## src/rtl/layer_stream_driver.sv

```systemverilog
// Host-side harness for one layer: streams V input vectors of N elements to the
// layer's slave port and collects V*M results from its master port.
module layer_stream_driver #(
    parameter int unsigned N = 8,
    parameter int unsigned M = 6,
    parameter int unsigned T = 16,
    parameter int unsigned V = 4
) (
    input  logic                      clk,
    input  logic                      reset,
    input  logic                      ld_en,
    input  logic [$clog2(V*N)-1:0]    ld_addr,
    input  logic [T-1:0]              ld_data,
    input  logic                      start,
    output logic                      m_valid,
    input  logic                      m_ready,
    output logic [T-1:0]              m_data,
    input  logic                      s_valid,
    output logic                      s_ready,
    input  logic [T-1:0]              s_data,
    input  logic [$clog2(V*M)-1:0]    rd_addr,
    output logic [T-1:0]              rd_data,
    output logic                      busy,
    output logic                      done
);

    localparam int unsigned NT  = V * N;
    localparam int unsigned NR  = V * M;
    localparam int unsigned IAW = $clog2(NT);
    localparam int unsigned RAW = $clog2(NR);
    localparam int unsigned TW  = $clog2(NT + 1);
    localparam int unsigned RW  = $clog2(NR + 1);

    localparam logic [TW-1:0] TX_LAST = TW'(NT - 1);
    localparam logic [RW-1:0] RX_LAST = RW'(NR - 1);
    localparam logic [TW-1:0] LD_LIM  = TW'(NT);
    localparam logic [RW-1:0] RD_LIM  = RW'(NR);

    typedef enum logic [1:0] {
        IDLE = 2'd0,
        RUN  = 2'd1,
        DONE = 2'd2
    } state_t;

    state_t state, state_nx;

    logic [T-1:0]   inbuf  [NT];
    logic [T-1:0]   resbuf [NR];

    logic [TW-1:0]  tx_idx;
    logic [RW-1:0]  rx_idx;
    logic [IAW-1:0] tx_nxt;
    logic           tx_hs;
    logic           rx_hs;
    logic           rx_last;
    logic           ld_ok;
    logic           rd_ok;

    assign tx_hs   = m_valid & m_ready;
    assign rx_hs   = s_valid & s_ready;
    assign rx_last = (rx_idx == RX_LAST);
    assign tx_nxt  = tx_idx[IAW-1:0] + IAW'(1);
    // Widen addresses before the range test so the limit is representable.
    assign ld_ok   = (TW'(ld_addr) < LD_LIM);
    assign rd_ok   = (RW'(rd_addr) < RD_LIM);

    always_ff @(posedge clk or negedge reset) begin
        if (!reset) begin
            state <= IDLE;
        end else begin
            state <= state_nx;
        end
    end

    always_comb begin
        state_nx = state;
        case (state)
            IDLE:    if (start) state_nx = RUN;
            RUN:     if (rx_hs && rx_last) state_nx = DONE;
            DONE:    state_nx = IDLE;
            default: state_nx = IDLE;
        endcase
    end

    always_ff @(posedge clk or negedge reset) begin
        if (!reset) begin
            tx_idx  <= '0;
            rx_idx  <= '0;
            m_valid <= 1'b0;
            m_data  <= '0;
            s_ready <= 1'b0;
            busy    <= 1'b0;
            done    <= 1'b0;
        end else begin
            done <= 1'b0;
            case (state)
                IDLE: begin
                    if (start) begin
                        tx_idx  <= '0;
                        rx_idx  <= '0;
                        m_valid <= 1'b1;
                        m_data  <= inbuf[0];
                        s_ready <= 1'b1;
                        busy    <= 1'b1;
                    end
                end
                RUN: begin
                    if (tx_hs) begin
                        tx_idx <= tx_idx + TW'(1);
                        if (tx_idx == TX_LAST) begin
                            m_valid <= 1'b0;
                        end else begin
                            m_data <= inbuf[tx_nxt];
                        end
                    end
                    if (rx_hs) begin
                        rx_idx <= rx_idx + RW'(1);
                        // Last result closes the run even if TX is still pending.
                        if (rx_last) begin
                            s_ready <= 1'b0;
                            m_valid <= 1'b0;
                            busy    <= 1'b0;
                            done    <= 1'b1;
                        end
                    end
                end
                default: ;
            endcase
        end
    end

    always_ff @(posedge clk) begin
        if (state == IDLE && ld_en && ld_ok) begin
            inbuf[ld_addr] <= ld_data;
        end
    end

    always_ff @(posedge clk) begin
        if (state == RUN && rx_hs) begin
            resbuf[rx_idx[RAW-1:0]] <= s_data;
        end
    end

    always_ff @(posedge clk or negedge reset) begin
        if (!reset) begin
            rd_data <= '0;
        end else begin
            rd_data <= rd_ok ? resbuf[rd_addr] : '0;
        end
    end

endmodule

```

## config.mk

```make
export PLATFORM = sky130hd
export DESIGN_NAME = layer_stream_driver
export DESIGN_NICKNAME = d
export VERILOG_FILES = /design/src/rtl/layer_stream_driver.sv
export SDC_FILE = /design/constraint.sdc
export NUM_CORES = 1
export LEC_CHECK = 0
export ABC_AREA = 1
export CORE_UTILIZATION = 40
export DETAILED_ROUTE_END_ITERATION = 7
export REMOVE_ABC_BUFFERS = 1
export SLEW_MARGIN = 20
export SYNTH_ARGS = -nofsm -noshare
export SYNTH_HDL_FRONTEND = slang
export SYNTH_SLANG_ARGS = --single-unit
export TNS_END_PERCENT = 20
```

## constraint.sdc

```tcl
create_clock -name clk -period 3.5 [get_ports clk]
set_clock_uncertainty 0.05 [all_clocks]
set_input_delay 0.35 -clock clk [delete_from_list [all_inputs] [get_ports clk]]
set_output_delay 0.35 -clock clk [all_outputs]
set_load 0.05 [all_outputs]
```

Yosys cells after proc, flatten, opt, wreduce, memory -nomap -nowiden
Memory sizes are Yosys's and may differ from the RTL's. Cells that the tools add are included.

Logic and storage cells: 66. Input port bits: 48. Bits in writable memories: 896. Memories kept: 2. Bits in registers: 48.

Memories: inbuf (depth 32, bits a word 16, read ports 2, clocked after Yosys merged registers in 0, wr ports 1, RTL line 47) `logic [T-1:0] inbuf [NT];`; resbuf (depth 24, bits a word 16, read ports 1, clocked after Yosys merged registers in 0, wr ports 1, RTL line 48) `logic [T-1:0] resbuf [NR];`.

Mux-type cells: 30. Add/sub/neg operators: 3. Eq/ne operators: 9. Bitwise operators: 2. Reduce and logical (&&, ||, !) cells: 11. $lt $le $gt $ge: 1.

Operator list (count): two-way mux 16 bit (4); case mux 16 bit (2 select lines) (1); two-way mux 1 bit (14); two-way mux 6 bit (2); != test 2 bit (second input constant) (6); case mux 6 bit (2 select lines) (1); adder 5 x 1 -> 5 bit (second input constant) (2); two-way mux 5 bit (2); case mux 5 bit (2 select lines) (1); AND reduction 4 bit (2); adder 6 x 1 -> 6 bit (second input constant) (1); equality test 6 x 5 -> 1 bit (second input constant) (1); AND reduction 3 bit (2); equality test 5 bit (second input constant) (1); less-than comparator 5 bit (second input constant) (1); two-way mux 2 bit (2); case mux 1 bit (2 select lines) (2); case mux 2 bit (2 select lines) (1); AND reduction 2 bit (2); logical AND 1 bit (3); AND 1 bit (2); equality test 2 x 1 -> 1 bit (second input constant) (1); zero test 2 bit (1); nonzero test 2 bit (1).

Depth between registers and ports, before layout
Depth after elaboration: 6. Mapped depth: 12. Mapped depth without buffers: 9.

Least setup slack after synthesis
OpenSTA, ideal clock, no wires.

Kind: reg-to-reg. Start: register, netlist name busy. End: memory resbuf[11][0] (enable). Data arrival time: 2.452 ns. Period minus slack after synthesis: 2.911 ns. Path buffers: 0. Path slack: 0.589 ns. Data required time: 3.041 ns. Stages on the path, launching flop included: 7. Cell sequence: dfrtp_1 nand2_1 nor2_4 inv_1 nor2_1 nand2_1 nor3_1.

RTL lines (RTL line): to (decl) (48).

Final worst setup path
Start: register tx_idx[0]. End: register m_data[6].

Cells in the longest elaborated chain, start to end: 5. Elaborated cells on any way between the ends: 8. Classes of those cells: add/sub: 1; eq/ne: 2; mux: 3; reduce/logical: 1; memory: 1.

Ends and longest elaborated chain: from (decl) (RTL line 50) `logic [TW-1:0] tx_idx;`; from (signal assigned) (RTL line 109) `tx_idx <= tx_idx + TW'(1);`; adder 5 x 1 -> 5 bit (RTL line 62) `assign tx_nxt = tx_idx[IAW-1:0] + IAW'(1);`; memory read (32 x 16 bit); two-way mux 16 bit (RTL line 110) `if (tx_idx == TX_LAST) begin`; two-way mux 16 bit (RTL line 108) `if (tx_hs) begin`; case mux 16 bit (2 select lines) (RTL line 96) `case (state)`; to (signal assigned) (RTL line 102) `m_data <= inbuf[0];`; to (signal assigned) (RTL line 113) `m_data <= inbuf[tx_nxt];`; to (decl) (RTL line 17) `output logic [T-1:0] m_data,`.

Several ways; a longest one is shown, not always the timed one. The select of a mux whose other input is x is not followed. A chain may end at the register's enable or synchronous reset.

==> results.cfg <==
[layout]
finalInstanceArea_mm2 = 0.0443
drive_gt1_share_pct = 8.90
nets = 3444
layout_commonest_cell = edfxtp_1
syn_to_final_growth_pct = 14.6
mostFrequentLayoutCells = 896 x edfxtp_1, 843 x nand2_1, 371 x nand3_1

[setup_path]
worst_setup_path_end_kind = register
r2r-end = m_data[6]$_DFFE_PN0P_
reg2reg_depth = 8
path_max_fanout = 197
worstReg2RegStart = tx_idx[0]$_DFFE_PN0P_
crit_top_cell = nand3_1
crit_buf_inv = 1
start_kind = register
cp_top_family = simple AND/OR/NAND/NOR gates
slowest_stage = dfrtp_4
path_class = register to register
crit_arrival_ns = 3.09
worstPathCellList = buf_12 > nand2_1 > nand3_1 > nand3_1 > nand3_1 > nand3_1 > nand3_2 > a21oi_2
slowest_delay_ns = 0.50
rrSetupSlack_ns = 0.93
required_ns = 4.02

[sta]
max_freq_mhz = 389
fin_tns_setup_ns = 0
finalSetupViolCount = 0
finalCritPeriodShare_pct = 73.5
tightest_slew_ns = 1.33
slew_headroom_pct = 11.2
rsz0062_at_grt = false
drv_slew = 0
fin_crit_ns = 2.57
holdWs_ns = 0.279
hold_violations = 0

[status]
status = completed

[synth]
synthDistinctLibCells = 31
synthesis.area_mm2 = 0.0386
yosys_warnings = 0
seq_area_frac_synth_pct = 72.8
syn_avg_cell_area_um2 = 11.8
syn-instance-count = 3284
synth_seq_cells = 944

[place]
hpwl_um = 54800
numPortBuffers = 83
place_area_mm2 = 0.0412
gp_congestion = 0.809

[floorplanning]
die_h_um = 313
row_count = 113
die_w_um = 313
die_area_mm2 = 0.0978
core_area_mm2 = 0.0953
start_util_pct = 40.5
pin_count = 84

[hold_path]
hold_path_startpoint = ld_data[6]
hold_class = input port to register
min_path_cells = 1
min_to = inbuf[19][6]$_DFFE_PP_

[power_and_ir_drop]
p_leak_nw = 16.3
swShare_pct = 35.4
p_int_mw = 21.4
combPwrFrac_pct = 30.0
p_seq_share_pct = 39.9
ir_drop_mv = 1.34
switching_power_mw = 11.7
clkPwrFrac_pct = 30.1
powerDensity_mw_per_mm2 = 749

[route]
wirelength_um = 100000
drt-wirelength-per-cell_um = 21.1
drc = 0
antenna_left = 0
via_count = 25000
drt_iter0_drc = 2719
viasPerCell = 5.28
drt-pass1-iter-count = 7

[global_routing]
grt_pass1_wl_um = 150000
grt_antenna_before_repair = 2
grt_max_degree = 198
track_usage_pct = 20.3
grt-ovfl-total = 0
grt_pass1_vias = 23900

[cts]
ctsHoldBuffers = 1
clkTransAtPathRegs_ns = 0.06
cts_tree = yes
clock_sinks = 944
cts.path.max_buffers = 3
insertion_delay_ns = 0.68
cts.repair.resized = 0
cts_made_buffers = 97
cts_root_buffer = clkbuf_16
post_cts_buffers = 0
h-tree-depth = 3

[run]
max-cap-violations = 0
[metrics by stage]
step,cells,worst slack (ns),total power [mW],utilization (%)
2_1_floorplan,3093,-7.65,19.4,-
3_3_place_gp,4556,0.755,23.3,43.2
3_5_place_dp,4556,0.747,23.3,43.2
4_1_cts,4735,0.910,33.3,46.4
5_1_grt,4735,0.857,34.6,46.4
6_report,4736,0.927,33.1,46.4
[final cells by class]
class / count / area, um2
inverter: 224 / 853
clock inverter: 61 / 549
antenna: 1 / 2.50
multi-input combinational: 1925 / 8800
tap: 1265 / 1580
timing repair buffer: 199 / 1850
clock buffer: 117 / 2500
sequential: 944 / 28100
fill: 8566 / 51000
[kinds of logic (layout without fill, tap and decap cells)]
| group | count (synthesis) | in the layout | share of synthesized area, % |
|---|---|---|---|
| fa+ha+maj | 5 | 5 | 0.162 |
| flops | 944 | 944 | 72.8 |
| compound gates | 373 | 373 | 5.88 |
| other cells | 0 | 1 | 0 |
| simple gates | 1545 | 1545 | 16.4 |
| buf+inv | 415 | 601 | 4.65 |
| xor+xnor | 2 | 2 | 0.0648 |
[registers in the layout, summed over array words and instances, names as in the netlist]
name,count
done,1
rd_data,16
m_data,16
rx_idx,5
m_valid,1
busy,1
inbuf,512
resbuf,384
tx_idx,6
state,2
[synth_stat cells (all sizes together)]
cell    instances  area share [%]
xnor2           1           0.023
xor2            1           0.042
nor2          313             3.1
o211ai         26            0.51
nor3            2           0.026
o21ai         218             2.9
inv           222             2.2
a21oi          36            0.55
o22ai          22            0.36
o221ai         71             1.6
clkbuf         74            0.72
ha              5            0.16
nand2         845             8.2
edfxtp        896              70
nand3         380             5.0
dfrtp          48             3.1
nor4            1           0.016
buf           117             1.7
clkinv          2           0.019
nand4           3           0.049
nor3b           1           0.019
[metal layers]
layer | part of all wire (%) | track usage, % | vias to the layer above
li1 | - | - | 11600
met1 | 45 | 29.6 | 12400
met2 | 47 | 31.8 | 852
met3 | 6.9 | 3.10 | 123
met4 | 1.6 | 4.97 | 2
met5 | 0.012 | 0 | -
[how the worst max path moves through the flow]
stage / startpoint / end / slack (ns) / cells after the start
after CTS: m_data[13]$_DFFE_PN0P_ / m_data[13] / 0.91 / 1
after global placement: ld_en / inbuf[23][8]$_DFFE_PP_ / 0.76 / 6
after detailed placement: ld_en / inbuf[23][8]$_DFFE_PP_ / 0.75 / 6
after floorplan: tx_idx[0]$_DFFE_PN0P_ / m_data[10]$_DFFE_PN0P_ / -7.65 / 9
final: tx_idx[0]$_DFFE_PN0P_ / m_data[6]$_DFFE_PN0P_ / 0.93 / 8
after global routing: tx_idx[0]$_DFFE_PN0P_ / m_data[15]$_DFFE_PN0P_ / 0.86 / 10
[power by group through the flow]
stage | registers [mW] | logic (mW) | clock network [mW]
after floorplan | 13.9 | 5.44 | 0
after global placement | 13.4 | 9.82 | 0
after detailed placement | 13.4 | 9.90 | 0
after CTS | 13.2 | 9.93 | 10.1
after global routing | 13.3 | 10.8 | 10.5
final | 13.2 | 9.94 | 9.98
Note: power is estimated with default switching activity, not from simulation.
